File: src/rtl/tick_pkg.sv
// Shared types, 7-segment patterns and elaboration helpers for tick_bcd_counter.
// Segment patterns are active-low, ordered {g,f,e,d,c,b,a}.
package tick_pkg;

  typedef logic [3:0] bcd_digit_t;

  localparam int MAX_DIGITS = 4;

  localparam logic [6:0] SEG7_0     = 7'h40;
  localparam logic [6:0] SEG7_1     = 7'h79;
  localparam logic [6:0] SEG7_2     = 7'h24;
  localparam logic [6:0] SEG7_3     = 7'h30;
  localparam logic [6:0] SEG7_4     = 7'h19;
  localparam logic [6:0] SEG7_5     = 7'h12;
  localparam logic [6:0] SEG7_6     = 7'h02;
  localparam logic [6:0] SEG7_7     = 7'h78;
  localparam logic [6:0] SEG7_8     = 7'h00;
  localparam logic [6:0] SEG7_9     = 7'h10;
  localparam logic [6:0] SEG7_BLANK = 7'h7F;

  // Binary integer to packed BCD, nibble 0 least significant.
  function automatic logic [4*MAX_DIGITS-1:0] to_bcd(input int value);
    int v;
    logic [4*MAX_DIGITS-1:0] r;
    v = value;
    r = {(4*MAX_DIGITS){1'b0}};
    for (int i = 0; i < MAX_DIGITS; i++) begin
      r[4*i +: 4] = 4'(v % 10);
      v = v / 10;
    end
    return r;
  endfunction

  function automatic logic [6:0] seg7_decode(input bcd_digit_t d);
    logic [6:0] s;
    case (d)
      4'd0:    s = SEG7_0;
      4'd1:    s = SEG7_1;
      4'd2:    s = SEG7_2;
      4'd3:    s = SEG7_3;
      4'd4:    s = SEG7_4;
      4'd5:    s = SEG7_5;
      4'd6:    s = SEG7_6;
      4'd7:    s = SEG7_7;
      4'd8:    s = SEG7_8;
      4'd9:    s = SEG7_9;
      default: s = SEG7_BLANK;
    endcase
    return s;
  endfunction

endpackage

File: src/rtl/bcd_digit.sv
// One decimal digit (0..9) with up/down stepping, parallel load and clear.
// Priority: clr, load, inc, dec.
module bcd_digit
  import tick_pkg::*;
(
  input  logic       clk,
  input  logic       _rst,
  input  logic       inc,
  input  logic       dec,
  input  logic       load,
  input  bcd_digit_t ld_val,
  input  logic       clr,
  output bcd_digit_t val,
  output logic       at9,
  output logic       at0
);

  bcd_digit_t nxt;

  // Next digit value; each digit wraps 9<->0 on its own.
  always_comb begin
    nxt = val;
    if (clr) begin
      nxt = 4'd0;
    end else if (load) begin
      nxt = ld_val;
    end else if (inc) begin
      nxt = (val == 4'd9) ? 4'd0 : val + 4'd1;
    end else if (dec) begin
      nxt = (val == 4'd0) ? 4'd9 : val - 4'd1;
    end else begin
      nxt = val;
    end
  end

  // Digit register.
  always_ff @(posedge clk or negedge _rst) begin
    if (!_rst) begin
      val <= 4'd0;
    end else begin
      val <= nxt;
    end
  end

  assign at9 = (val == 4'd9);
  assign at0 = (val == 4'd0);

endmodule

File: src/rtl/tick_bcd_counter.sv
// Multi-digit up/down BCD counter advanced by rising edges of a divided-clock level.
// Optional 7-segment outputs are built when TICK_SEG7_EN is defined.
module tick_bcd_counter
  import tick_pkg::*;
#(
  parameter int DIGITS  = 2,
  parameter int MAX_VAL = 59
) (
  input  logic                clk,
  input  logic                _rst,
  input  logic                tick_in,
  input  logic                en,
  input  logic                up,
  input  logic                load,
  input  logic [4*DIGITS-1:0] load_val,
  output logic [4*DIGITS-1:0] bcd,
  output logic                carry,
  output logic                load_err
`ifdef TICK_SEG7_EN
  ,
  output logic [7*DIGITS-1:0] seg
`endif
);

  localparam int W = 4 * DIGITS;
  localparam logic [4*MAX_DIGITS-1:0] MAX_BCD_FULL = to_bcd(MAX_VAL);
  localparam logic [W-1:0] MAX_BCD = MAX_BCD_FULL[W-1:0];

  logic              tick_d;
  logic              rise;
  logic              count;
  logic              at_max;
  logic              at_zero;
  logic              wrap_up;
  logic              wrap_dn;
  logic              step_up;
  logic              step_dn;
  logic              nib_ok;
  logic              load_ok;
  logic              dig_load;
  logic [W-1:0]      dig_ld_val;
  logic [DIGITS-1:0] at9;
  logic [DIGITS-1:0] at0;
  logic [DIGITS-1:0] inc_vec;
  logic [DIGITS-1:0] dec_vec;
  logic              run9;
  logic              run0;

  // Edge detector history; resets high so a level already high at release is not an edge.
  always_ff @(posedge clk or negedge _rst) begin
    if (!_rst) begin
      tick_d <= 1'b1;
    end else begin
      tick_d <= tick_in;
    end
  end

  assign rise    = tick_in & ~tick_d;
  assign count   = en & rise & ~load;
  assign at_max  = (bcd == MAX_BCD);
  assign at_zero = (bcd == {W{1'b0}});
  assign wrap_up = count & up & at_max;
  assign wrap_dn = count & ~up & at_zero;
  assign step_up = count & up & ~at_max;
  assign step_dn = count & ~up & ~at_zero;

  // Load validation: valid BCD nibbles compare correctly as a plain unsigned vector.
  always_comb begin
    nib_ok = 1'b1;
    for (int i = 0; i < DIGITS; i++) begin
      nib_ok = nib_ok & (load_val[4*i +: 4] <= 4'd9);
    end
    load_ok = nib_ok & (load_val <= MAX_BCD);
  end

  // Carry chain; the terminal compare already removed wrapping steps from step_up/step_dn.
  always_comb begin
    run9    = 1'b1;
    run0    = 1'b1;
    inc_vec = {DIGITS{1'b0}};
    dec_vec = {DIGITS{1'b0}};
    for (int i = 0; i < DIGITS; i++) begin
      inc_vec[i] = step_up & run9;
      dec_vec[i] = step_dn & run0;
      run9       = run9 & at9[i];
      run0       = run0 & at0[i];
    end
  end

  assign dig_load   = (load & load_ok) | wrap_dn;
  assign dig_ld_val = load ? load_val : MAX_BCD;

  genvar g;
  generate
    for (g = 0; g < DIGITS; g++) begin : g_digit
      bcd_digit u_digit (
        .clk    (clk),
        ._rst   (_rst),
        .inc    (inc_vec[g]),
        .dec    (dec_vec[g]),
        .load   (dig_load),
        .ld_val (dig_ld_val[4*g +: 4]),
        .clr    (wrap_up),
        .val    (bcd[4*g +: 4]),
        .at9    (at9[g]),
        .at0    (at0[g])
      );
`ifdef TICK_SEG7_EN
      assign seg[7*g +: 7] = seg7_decode(bcd[4*g +: 4]);
`endif
    end
  endgenerate

  // Single-cycle status pulses.
  always_ff @(posedge clk or negedge _rst) begin
    if (!_rst) begin
      carry    <= 1'b0;
      load_err <= 1'b0;
    end else begin
      carry    <= wrap_up | wrap_dn;
      load_err <= load & ~load_ok;
    end
  end

endmodule

File: config.mk
export PLATFORM = sky130hd
export DESIGN_NAME = tick_bcd_counter
export DESIGN_NICKNAME = d
export VERILOG_FILES = /design/src/rtl/tick_pkg.sv /design/src/rtl/bcd_digit.sv /design/src/rtl/tick_bcd_counter.sv
export SDC_FILE = /design/constraint.sdc
export NUM_CORES = 1
export LEC_CHECK = 0
export ABC_AREA = 0
export CAP_MARGIN = 40
export CORE_MARGIN = 3
export CORE_UTILIZATION = 45
export DETAILED_ROUTE_END_ITERATION = 7
export HOLD_SLACK_MARGIN = 0.08
export PLACE_DENSITY = 0.77
export SLEW_MARGIN = 5
export SYNTH_ARGS = -nofsm -noshare
export SYNTH_HDL_FRONTEND = slang
export SYNTH_SLANG_ARGS = --single-unit
File: constraint.sdc
create_clock -name clk -period 1.7 [get_ports clk]
set_input_delay 0.34 -clock clk [delete_from_list [all_inputs] [get_ports clk]]
set_output_delay 0.34 -clock clk [all_outputs]
set_load 0.02 [all_outputs]
# Yosys cells after proc, flatten, opt, wreduce, memory -nomap -nowiden
# Cells that the tools add are included.
word_totals:
  output_inout_bits: 10
  wordCells: 56
  regBits: 11
classes:
  n_reduce_logical: 5
  add_sub_neg: 4
  magnitude_cmp: 3
  bitwise: 23
  n_mux: 13
  n_eq_ne: 3
op_table:
  columns: ["operator", "n"]
  rows:
  - ["4-bit 2-to-1 mux", 12]
  - ["1-bit AND", 15]
  - ["4-bit by 1-bit adder with 4-bit output, second input constant", 2]
  - ["4-bit == test, second input constant", 2]
  - ["8-bit by 7-bit == test with 1-bit output, second input constant", 1]
  - ["4-bit less-or-equal comparator, second input constant", 2]
  - ["8-bit by 7-bit less-or-equal comparator with 1-bit output, second input constant", 1]
  - ["4-bit zero test", 2]
  - ["8-bit zero test", 1]
  - ["8-bit 2-to-1 mux", 1]
  - ["4-bit nonzero test", 2]
  - ["4-bit by 1-bit subtractor with 4-bit output, second input constant", 2]
  - ["1-bit NOT", 6]
  - ["1-bit OR", 2]

# Longest topological paths before layout
# Gate-level depths: netlist of run 1.
depth:
  word_depth: 11
  ltp_mapped: 7
  depth_no_buf: 7

# Cells and area by module
# Synthesis of run 1 repeated with hierarchy kept, for this count alone.
hier_totals:
  cells_unflattened: 152
  area_unflattened_um2: 1139.8
modules_own_cells:
  columns: ["module", "instances", "cells_per_inst", "area_per_inst_um2"]
  rows:
  - ["bcd_digit", 2, 59, 435.4]
  - ["tick_bcd_counter", 1, 34, 269.0]

# Worst setup path before layout of run 1
# OpenSTA, ideal clock, no wires.
synth_path:
  path_kind: "reg-to-reg"
  from: "register g_digit[1].u_digit.val[0]"
  to: "register g_digit[0].u_digit.val[0]"
  required_ns: 1.589
  path_slack_ns: -0.244
  arrival_time_ns: 1.833
  n_path_buf: 0
  path_stages_with_launch: 8
  cell_sequence: "dfrtp_1 > inv_1 > ha_1 > or3b_1 > nand2b_1 > nand2_1 > a21oi_1 > a2111oi_2"
synth_between:
  elab_chain_len: 6
  elab_cells_between_ends: 13
  classes_between: "1 x eq/ne; 3 x mux; 7 x bitwise; 2 x reduce/logical"
synth_lines:
  columns: ["item", "line", "text"]
  rows:
  - ["start: declaration", "bcd_digit.sv:13", "output bcd_digit_t val,"]
  - ["start signal: assignment", "bcd_digit.sv:41", "val <= nxt;"]
  - ["8-bit by 7-bit == test with 1-bit output", "tick_bcd_counter.sv:60", "assign at_max = (bcd == MAX_BCD);"]
  - ["1-bit NOT", "tick_bcd_counter.sv:64", "assign step_up = count & up & ~at_max;"]
  - ["1-bit AND", "tick_bcd_counter.sv:64", null]
  - ["4-bit 2-to-1 mux", "bcd_digit.sv:27", "end else if (inc) begin"]
  - ["4-bit 2-to-1 mux", "bcd_digit.sv:25", "end else if (load) begin"]
  - ["4-bit 2-to-1 mux", "bcd_digit.sv:23", "if (clr) begin"]
  - ["end signal: assignment", "bcd_digit.sv:41", null]
  - ["end: declaration", "bcd_digit.sv:13", null]
# Several ways; a longest one is shown, not always the timed one.
# A chain may end at the register's enable or synchronous reset.

# Final worst setup path of run 1
layout_path:
  from: "register g_digit[1].u_digit.val[1]"
  to: "register g_digit[0].u_digit.val[3]"
# Same word-level chain as after synthesis.

==> flow_metrics.env, run 1 <==
export IMPL_period_minus_slack_ns=1.852
export IMPL_n_antenna_cell=0
export IMPL_rows=17
export IMPL_ios=24
export IMPL_cts_hold_buffers=0
export IMPL_synth_top_flop_cell="dfrtp_1"
export IMPL_worstPathArrival_ns=2.01
export IMPL_hp_class="primary input to flop"
export IMPL_drive_gt1_share_pct=49.74
export IMPL_placement_io_buffers=23
export IMPL_worst_ep_required_time_ns=1.86
export IMPL_layoutNonFillerInstCount=217
export IMPL_placedCellCount=205
export IMPL_fin_ws_ns=-0.1524
export IMPL_wl_per_cell_um=19.51
export IMPL_timing_final_crit_share_pct=109.0
export IMPL_cp_max_fo=5
export IMPL_die_h_um=55.55
export IMPL_synthCells=124
export IMPL_netlist_cell_type_count=50
export IMPL_start_util_pct=48.54
export IMPL_power_mw=1.508
export IMPL_synth_area_sq_um=1105
export IMPL_route_detailed_drc=0
export IMPL_fin_skew_ns=0.009603
export IMPL_worstMarginPinSlew_ns=0.5225
export IMPL_grt_use_total_pct=23.26
export IMPL_violations="negative setup slack"
export IMPL_routed_wl_mm=4.233
export IMPL_insertion_delay_ns=0.27
export IMPL_synth_edf_count=0
export IMPL_nFillCells=124
export IMPL_slew_headroom_pct=65.06
export IMPL_drt_initial_drc_count=85
export IMPL_ys_ff_latch=11
export IMPL_grt_pass1_vias=1204
export IMPL_final_setup_tns_ns=-0.7725
export IMPL_area_growth_pct=71.01
export IMPL_vias_per_cell=6.184
export IMPL_clk_path_buf_depth=2
export IMPL_numCtsBuffers=3
export IMPL_gp_congestion=0.9568
export IMPL_grt_overflow=0
export IMPL_fin_util_pct=83.01
export IMPL_p_per_area_nw_per_um2=798.3
export IMPL_core_sq_um=2276
export IMPL_clk_pin_slew_worst_paths_ns=0.08
export IMPL_drtPass1Iterations=4
export IMPL_maxCapViolCount=0
export IMPL_fp_dieW_um=55.55
export IMPL_antenna_found_initial=0
export IMPL_vias=1342
export IMPL_cts_sink_count=11
export IMPL_grt_pass1_wl_mm=5.802
export IMPL_place_ws_ns=-0.5076
export IMPL_dieArea_sq_um=3086
export IMPL_hold_viol_final=0
export IMPL_seq_area_frac_synth_pct=25.03
export IMPL_ys_warn_count=0
export IMPL_layout_nets=211
export IMPL_hpwl_mm=2.620
export IMPL_fmax_mhz=539.9
export IMPL_htreeDepth=1
export IMPL_p_leak_nw=0.8265
export IMPL_grt_max_degree=12
export IMPL_setup_violations=8
export IMPL_synth_nets=145
export IMPL_clock_root_buffer="clkbuf_4"
export IMPL_critical_path_class="flop to flop"
export IMPL_async_reset_ff_share_pct=100.0
export IMPL_startpoint_type="flop"
export IMPL_slew_viol_final=0
export IMPL_worstSetupEndpointType="flop"
export IMPL_irDropWorstVdd_uv=936.2
export IMPL_status="finished with violations"
export IMPL_cts_tree="yes"
export IMPL_syn_area_per_cell_sq_um=8.910
export IMPL_ant_nets=0
export IMPL_grt_setup_unrepaired="true"
==> Yosys cell counts (2+ instances only) <==
| cell | n | area share, % |
|---|---|---|
| inv_1 | 7 | 2.4 |
| o32ai_1 | 2 | 1.6 |
| nand4_1 | 2 | 1.1 |
| o21ai_0 | 6 | 2.7 |
| ha_1 | 7 | 7.9 |
| nand2_1 | 9 | 3.1 |
| nand3_1 | 6 | 2.7 |
| o211a_1 | 2 | 1.8 |
| nand2b_1 | 2 | 1.1 |
| a22oi_1 | 2 | 1.4 |
| mux2i_1 | 2 | 1.8 |
| o21a_1 | 2 | 1.4 |
| a31oi_1 | 3 | 1.7 |
| clkbuf_8 | 2 | 2.5 |
| o31ai_1 | 2 | 1.4 |
| nor2_1 | 10 | 3.4 |
| a21oi_1 | 9 | 4.1 |
| dfrtp_1 | 10 | 23 |
| a211oi_1 | 3 | 2.0 |
| buf_6 | 3 | 3.1 |
| o221ai_1 | 2 | 1.6 |
| nor3_1 | 3 | 1.4 |
==> worst max-delay path: stages (launching register included) <==
cell and delay, ns:
dfrtp_2 0.43, inv_4 0.08, buf_6 0.10, ha_4 0.13
nand3b_4 0.14, o211a_4 0.29, o32ai_2 0.21, a21oi_1 0.14
o211a_1 0.22
==> power by group <==
part           leakage (nW)  internal, mW  total [mW]  switching (mW)
logic                 0.683         0.470       0.952           0.481
registers             0.128         0.310       0.374          0.0634
clock network        0.0150        0.0909       0.183          0.0919
total                 0.826         0.872        1.51           0.637
==> routing by layer <==
metal | vias up | GRT usage (%) | wire length, um
met2 | 85 | 37.50 | 2028
met1 | 639 | 33.72 | 1780
met4 | 0 | 5.903 | 115
li1 | 601 | - | -
met3 | 17 | 1.402 | 308
met5 | - | 0 | 0
==> final cells by class <==
class | count | area [sq um] | share of cell area, %
clock buffer | 4 | 26.28 | 1.391
inverter | 7 | 31.28 | 1.656
multi-input combinational | 98 | 934.6 | 49.47
sequential | 11 | 281.5 | 14.90
tap | 28 | 35.03 | 1.854
timing repair buffer | 69 | 580.6 | 30.73
==> stage by stage <==
step	hold slack (ns)	area, sq um
finish	0.3664	1889
global route	0.3488	1889
CTS	0.3619	1712
detailed placement	0.6923	1654
global placement	0.6926	1654
floorplan	0.04441	1181
==> layout by cell type, fill, tap and decap left out, types with 2 or more instances in the layout <==
cell type and count:
nand3_1 5, nand4_1 2, dfrtp_2 4, o21ai_1 3
inv_4 2, buf_6 5, ha_1 3, mux2i_1 2
o21ai_0 2, dfrtp_1 6, clkdlybuf4s50_1 12, a21oi_2 2
nor3_1 2, a211oi_1 2, dlygate4sd2_1 11, ha_4 4
a22oi_2 2, a31oi_1 2, nand2_1 7, nor2_1 9
buf_4 41, clkbuf_4 3, o21ai_2 2, inv_1 4
a21oi_1 8
==> registers in the layout, indices dropped and copies added, names as in the netlist <==
register	flops
g_digit.u_digit.val	8
carry	1
load_err	1
tick_d	1
==> logic make-up after synthesis <==
kind of cell             share of synthesized area (%)
multiplexers                                     3.171
buffers and inverters                            9.400
adder cells (fa/ha/maj)                          7.927
flip-flops                                       25.03
AO/OA/AOI/OAI                                    27.75
XOR/XNOR                                        0.7929
AND/OR/NAND/NOR                                  25.93
==> repair_timing <==
action                     4_1_cts  5_1_grt
pin swaps                        5       19
gates resized for setup         15       28
setup endpoints to repair       16        8
setup buffers                    2        6
==> worst paths after layout <==
path	start	endpoint	slack, ns	cells past startpoint
setup / recovery	g_digit[1].u_digit.val[1]	g_digit[0].u_digit.val[3]	-0.15	8
hold / removal	tick_in	tick_d	0.37	1
setup reg to reg	g_digit[1].u_digit.val[1]	g_digit[0].u_digit.val[3]	-0.15	8
hold reg to reg	g_digit[1].u_digit.val[1]	g_digit[1].u_digit.val[1]	0.75	3
max in group asynchronous	_rst	g_digit[0].u_digit.val[0]	0.91	1
min in group asynchronous	_rst	g_digit[1].u_digit.val[2]	0.41	1
Note: power is estimated with default switching activity, not from simulation.
==> run 2: changes to the inputs <==
--- a/config.mk
+++ b/config.mk
@@ -6,12 +6,14 @@
 export NUM_CORES = 1
 export LEC_CHECK = 0
 export ABC_AREA = 0
-export CAP_MARGIN = 40
+export CAP_MARGIN = 20
 export CORE_MARGIN = 3
 export CORE_UTILIZATION = 45
 export DETAILED_ROUTE_END_ITERATION = 7
+export GPL_TIMING_DRIVEN = 1
 export HOLD_SLACK_MARGIN = 0.08
 export PLACE_DENSITY = 0.77
+export SETUP_SLACK_MARGIN = 0.15
 export SLEW_MARGIN = 5
 export SYNTH_ARGS = -nofsm -noshare
 export SYNTH_HDL_FRONTEND = slang
==> run 2 against run 1 <==
The run still ends with negative setup slack left. Highest routed layer unchanged. Utilization shrank 0.16 points. Sequential power shrank 1%. Cell count grew 1.8%. Clock skew grew 0.0042 ns. Worst setup slack lost 0.10 ns. Die area is the same. Routed wire length grew 15%. Worst hold slack lost 0.13 ns. Count of clock-buffer cells in the layout is the same. Critical path depth shrank 1. Combinational power grew 5%.
==> flow_metrics.env, run 2 (synthesized netlist as in run 1, its figures left out) <==
export IMPL_cp_max_fo=3
export IMPL_status="finished with violations"
export IMPL_setup_violations=8
export IMPL_insertion_delay_ns=0.29
export IMPL_worstSetupEndpointType="flop"
export IMPL_p_per_area_nw_per_um2=830.3
export IMPL_fp_dieW_um=55.55
export IMPL_cts_tree="yes"
export IMPL_p_leak_nw=0.8493
export IMPL_fin_ws_ns=-0.2542
export IMPL_cts_sink_count=11
export IMPL_antenna_found_initial=0
export IMPL_startpoint_type="flop"
export IMPL_cp_slowest_cell="dfrtp_2"
export IMPL_hpwl_mm=2.729
export IMPL_wl_per_cell_um=22.04
export IMPL_ios=24
export IMPL_layout_nets=215
export IMPL_gp_congestion=1.002
export IMPL_critical_path_class="flop to flop"
export IMPL_route_detailed_drc=0
export IMPL_area_growth_pct=70.67
export IMPL_grt_pass1_vias=1547
export IMPL_largest_reg_flops=8
export IMPL_drt_initial_drc_count=98
export IMPL_core_sq_um=2276
export IMPL_slew_headroom_pct=64.09
export IMPL_reg2reg_depth=7
export IMPL_r2r_end="g_digit[0].u_digit.val[3]"
export IMPL_slew_viol_final=0
export IMPL_grt_setup_unrepaired="true"
export IMPL_grt_pass1_wl_mm=7.479
export IMPL_hp_start="tick_in"
export IMPL_timing_final_crit_share_pct=115.0
export IMPL_hold_end="tick_d"
export IMPL_min_path_cells=1
export IMPL_final_setup_tns_ns=-1.344
export IMPL_placement_io_buffers=23
export IMPL_grt_max_degree=12
export IMPL_cts_hold_buffers=0
export IMPL_period_minus_slack_ns=1.954
export IMPL_rows=17
export IMPL_n_antenna_cell=0
export IMPL_cp_cell_sequence="buf_6 > ha_4 > nand3b_1 > o211a_4 > o32ai_4 > a21oi_2 > o211a_1"
export IMPL_worstPathArrival_ns=2.13
export IMPL_ff2ff_setup_slack_ns=-0.25
export IMPL_fin_util_pct=82.85
export IMPL_fin_skew_ns=0.01381
export IMPL_slowest_delay_ns=0.42
export IMPL_worst_ep_required_time_ns=1.88
export IMPL_clk_path_buf_depth=2
export IMPL_vias_per_cell=6.629
export IMPL_drtPass1Iterations=4
export IMPL_maxCapViolCount=0
export IMPL_hp_class="primary input to flop"
export IMPL_worstMarginPinSlew_ns=0.5370
export IMPL_multi_input_area_sq_um=913.4
export IMPL_routed_wl_mm=4.871
export IMPL_clk_pin_slew_worst_paths_ns=0.09
export IMPL_dieArea_sq_um=3086
export IMPL_top_register="g_digit.u_digit.val"
export IMPL_clock_root_buffer="clkbuf_4"
export IMPL_irDropWorstVdd_uv=989.2
export IMPL_hold_viol_final=0
export IMPL_grt_use_total_pct=30.95
export IMPL_nFillCells=118
export IMPL_numCtsBuffers=3
export IMPL_start_util_pct=48.54
export IMPL_final_seq_area_sq_um=284.0
export IMPL_ant_nets=0
export IMPL_r2r_start="g_digit[0].u_digit.val[0]"
export IMPL_fmax_mhz=511.7
export IMPL_vias=1465
export IMPL_drive_gt1_share_pct=54.92
export IMPL_die_h_um=55.55
export IMPL_violations="negative setup slack"
export IMPL_htreeDepth=1
export IMPL_layout_commonest_cell="buf_4"
export IMPL_final_cell_mix="buf_4, clkdlybuf4s50_1, nor2_1"
export IMPL_grt_overflow=0
[run 2: cell count changes in the layout (fill, tap and decap cells not counted), sizes merged]
cell | before | now
clkdlybuf4s15 | 0 | 1
dlygate4sd2 | 11 | 5
dlymetal6s2s | 0 | 2
clkbuf | 4 | 9
buf | 46 | 50
clkdlybuf4s50 | 12 | 10
[run 2: timing repair]
item                                    CTS  global route
endpoints found under the setup margin   18            15
resized for setup                        39            19
setup buffers                            11             3
cloned                                    0             0
pin swaps                                15            13
[run 2: worst max path at each step]
stage                                          from                        end  slack (ns)  cells after the start
after floorplan           g_digit[1].u_digit.val[0]  g_digit[0].u_digit.val[2]       -0.12                      7
after global placement                         load  g_digit[0].u_digit.val[3]       -0.37                      7
after CTS                 g_digit[1].u_digit.val[1]  g_digit[0].u_digit.val[3]       -0.10                      8
after global routing      g_digit[0].u_digit.val[0]  g_digit[0].u_digit.val[3]       -0.27                      7
after detailed placement                       load  g_digit[0].u_digit.val[3]       -0.51                      7
final                     g_digit[0].u_digit.val[0]  g_digit[0].u_digit.val[3]       -0.25                      7
[run 2: area by class of cell]
class,instances,area share [%]
multi-input cells,98,48.44
well taps,28,1.858
clock buffers,4,1.393
inverters,7,1.526
flip-flops and latches,11,15.06
repair buffers,73,31.72
[run 2: per-layer routing]
layer | routed length [um] | global-route usage [%]
met5 | 0 | 0
met4 | 413 | 22.22
met2 | 2176 | 50.84
met3 | 575 | 6.776
met1 | 1706 | 35.01
[run 2: per-stage QoR]
| stage | area, sq um | setup WS, ns | total power [mW] | hold WS, ns | cells |
|---|---|---|---|---|---|
| 6_report | 1886 | -0.2542 | 1.566 | 0.2388 | 221 |
| 5_1_grt | 1886 | -0.2747 | 1.638 | 0.2364 | 221 |
| 4_1_cts | 1828 | -0.1007 | 1.443 | 0.4171 | 218 |
| 3_5_place_dp | 1635 | -0.5066 | 1.191 | 0.6961 | 203 |
| 3_3_place_gp | 1635 | -0.3664 | 1.163 | 0.6915 | 203 |
| 2_1_floorplan | 1177 | -0.1178 | 0.8304 | 0.04441 | 124 |
[run 2: worst max-delay path: cells and delay by family, from the launching register on]
family	cells	cell delay, ns
AO/OA/AOI/OAI	4	0.95
flip-flops	1	0.42
AND/OR/NAND/NOR	1	0.23
adder cells (fa/ha/maj)	1	0.13
buffers and inverters	1	0.12
[run 2: where the power goes]
part	switching [mW]	leakage, nW	internal (mW)
Sequential	0.0559	0.127	0.313
Clock	0.104	0.0150	0.0912
Combinational	0.523	0.708	0.479
==> run 3: changes to the inputs <==
--- a/config.mk
+++ b/config.mk
@@ -8,11 +8,11 @@
 export ABC_AREA = 0
 export CAP_MARGIN = 20
 export CORE_MARGIN = 3
-export CORE_UTILIZATION = 45
+export CORE_UTILIZATION = 50
 export DETAILED_ROUTE_END_ITERATION = 7
 export GPL_TIMING_DRIVEN = 1
 export HOLD_SLACK_MARGIN = 0.08
-export PLACE_DENSITY = 0.77
+export PLACE_DENSITY = 0.81
 export SETUP_SLACK_MARGIN = 0.15
 export SLEW_MARGIN = 5
 export SYNTH_ARGS = -nofsm -noshare
==> constraint.sdc (replaced) <==
create_clock -name clk -period 2.22 [get_ports clk]
set_input_delay 0.444 -clock clk [delete_from_list [all_inputs] [get_ports clk]]
set_output_delay 0.444 -clock clk [all_outputs]
set_load 0.02 [all_outputs]
==> run 3 against run 2 <==
The flow now finishes without violations. Worst hold slack gained 0.27 ns. Worst setup slack gained 0.47 ns. Combinational power shrank 54%. Via count shrank 23%. Utilization shrank 11 points. Count of clock-buffer cells in the layout is the same. Cell count shrank 17%. Global-route usage shrank 9.7 points. Sequential power shrank 20%.
==> flow_metrics.env, run 3 (synthesized netlist as in run 1, its figures left out) <==
export IMPL_slew_headroom_pct=65.70
export IMPL_place_ws_ns=-0.04462
export IMPL_rows=16
export IMPL_fmax_mhz=499.4
export IMPL_ios=24
export IMPL_dieArea_sq_um=2810
export IMPL_numCtsBuffers=3
export IMPL_clk_pin_slew_worst_paths_ns=0.07
export IMPL_grt_pass1_wl_mm=4.429
export IMPL_cp_cell_sequence="clkdlybuf4s50_1 > and4bb_2 > buf_4 > o211a_1 > o32ai_1 > a21oi_1 > o211a_1"
export IMPL_timing_final_crit_share_pct=90.19
export IMPL_setup_violations=0
export IMPL_ff2ff_setup_slack_ns=0.28
export IMPL_grt_pass1_vias=988
export IMPL_clk_path_buf_depth=2
export IMPL_p_leak_nw=0.6228
export IMPL_final_cell_mix="clkdlybuf4s50_1, buf_4"
export IMPL_layoutNonFillerInstCount=184
export IMPL_n_antenna_cell=0
export IMPL_core_sq_um=2022
export IMPL_fin_ws_ns=0.2177
export IMPL_area_growth_pct=32.28
export IMPL_drtPass1Iterations=4
export IMPL_fin_skew_ns=0.0001835
export IMPL_die_h_um=53.01
export IMPL_route_detailed_drc=0
export IMPL_startpoint_type="primary input"
export IMPL_crit_family="compound AO/OA/AOI/OAI gates"
export IMPL_worst_ep_required_time_ns=2.39
export IMPL_worstMarginPinSlew_ns=0.5129
export IMPL_clock_root_buffer="clkbuf_4"
export IMPL_path_buf_inv=2
export IMPL_antenna_found_initial=0
export IMPL_layout_nets=179
export IMPL_slowest_delay_ns=0.53
export IMPL_grt_setup_unrepaired="false"
export IMPL_r2r_end="g_digit[1].u_digit.val[1]"
export IMPL_top_register="g_digit.u_digit.val"
export IMPL_routed_wl_mm=2.855
export IMPL_power_uw=901.2
export IMPL_hp_class="primary input to asynchronous set/reset pin"
export IMPL_htreeDepth=1
export IMPL_maxCapViolCount=0
export IMPL_status="completed"
export IMPL_start_util_pct=54.64
export IMPL_grt_max_degree=15
export IMPL_insertion_delay_ns=0.27
export IMPL_hpwl_mm=2.124
export IMPL_drive_gt1_share_pct=24.20
export IMPL_cts_tree="yes"
export IMPL_nFillCells=149
export IMPL_vias=1129
export IMPL_fp_dieW_um=53.01
export IMPL_hold_viol_final=0
export IMPL_r2r_start="g_digit[1].u_digit.val[1]"
export IMPL_layout_commonest_cell="clkdlybuf4s50_1"
export IMPL_irDropWorstVdd_uv=569.1
export IMPL_final_setup_tns_ns=0
export IMPL_period_minus_slack_ns=2.002
export IMPL_cp_max_fo=8
export IMPL_worstPathArrival_ns=2.17
export IMPL_reg2reg_depth=7
export IMPL_cts_sink_count=11
export IMPL_largest_reg_flops=8
export IMPL_path_common_cell="o211a_1"
export IMPL_vias_per_cell=6.136
export IMPL_drt_initial_drc_count=32
export IMPL_slew_viol_final=0
export IMPL_worstSetupEndpointType="flop"
export IMPL_ant_nets=0
export IMPL_gp_congestion=0.9400
export IMPL_placedCellCount=179
export IMPL_placement_io_buffers=23
export IMPL_p_per_area_nw_per_um2=616.7
export IMPL_grt_use_total_pct=21.29
export IMPL_cp_slowest_cell="clkdlybuf4s50_1"
export IMPL_grt_overflow=0
export IMPL_wl_per_cell_um=15.52
export IMPL_critical_path_class="primary input to flop"
export IMPL_cts_hold_buffers=0
-- run 3: changes by cell type in the layout (fill, tap and decap cells not counted), sizes merged --
cell,delta
clkdlybuf4s50,+13
dlymetal6s2s,-2
clkbuf,-5
dlygate4sd2,-5
buf,-36
clkdlybuf4s15,-1
-- run 3: how the worst max path moves through the flow --
stage | slack (ns) | depth (start not counted) | end | from
3_5_place_dp | -0.04 | 7 | g_digit[0].u_digit.val[3] | load
4_1_cts | 0.22 | 1 | bcd[2] | g_digit[0].u_digit.val[2]
5_1_grt | 0.13 | 7 | g_digit[0].u_digit.val[0] | g_digit[1].u_digit.val[1]
2_1_floorplan | 0.28 | 7 | g_digit[0].u_digit.val[0] | g_digit[1].u_digit.val[0]
6_report | 0.22 | 7 | g_digit[0].u_digit.val[3] | load
3_3_place_gp | 0.02 | 7 | g_digit[0].u_digit.val[3] | load
-- run 3: report_power, final --
part | internal (mW) | leakage (nW) | switching, mW
sequential | 0.234 | 0.131 | 0.0617
clock | 0.0697 | 0.0150 | 0.0729
combinational | 0.231 | 0.477 | 0.232
total | 0.535 | 0.623 | 0.366
-- run 3: final cells by class --
type                    count  area (sq um)  share of cell area, %
inverters                   7         26.28                  1.798
multi-input cells          98         749.5                  51.28
clock buffers               4         26.28                  1.798
well taps                  27         33.78                  2.312
flip-flops and latches     11         277.8                  19.01
repair buffers             37         347.8                  23.80
-- run 3: what timing repair did --
| action | in CTS | in global routing |
|---|---|---|
| resized for setup | 0 | 9 |
| buffers inserted | 0 | 1 |
| setup endpoints to repair | 0 | 6 |
-- run 3: per-layer routing --
layer  vias to the layer above  track usage (%)  share of wire, %  wire length [um]
li1                        542                -                 -                 -
met1                       528            30.61                46              1325
met2                        54            31.40                46              1306
met3                         5            2.254               6.4               182
met4                         0            10.21               1.4                41
met5                         -                0                 0                 0
-- run 3: metrics by stage --
stage	area [sq um]	util [%]	hold WS, ns
6_report	1461	72.28	0.5064
3_3_place_gp	1401	69.31	0.6720
3_5_place_dp	1401	69.31	0.6752
2_1_floorplan	1105	-	0.1484
5_1_grt	1461	72.28	0.5351
4_1_cts	1428	70.61	0.5192
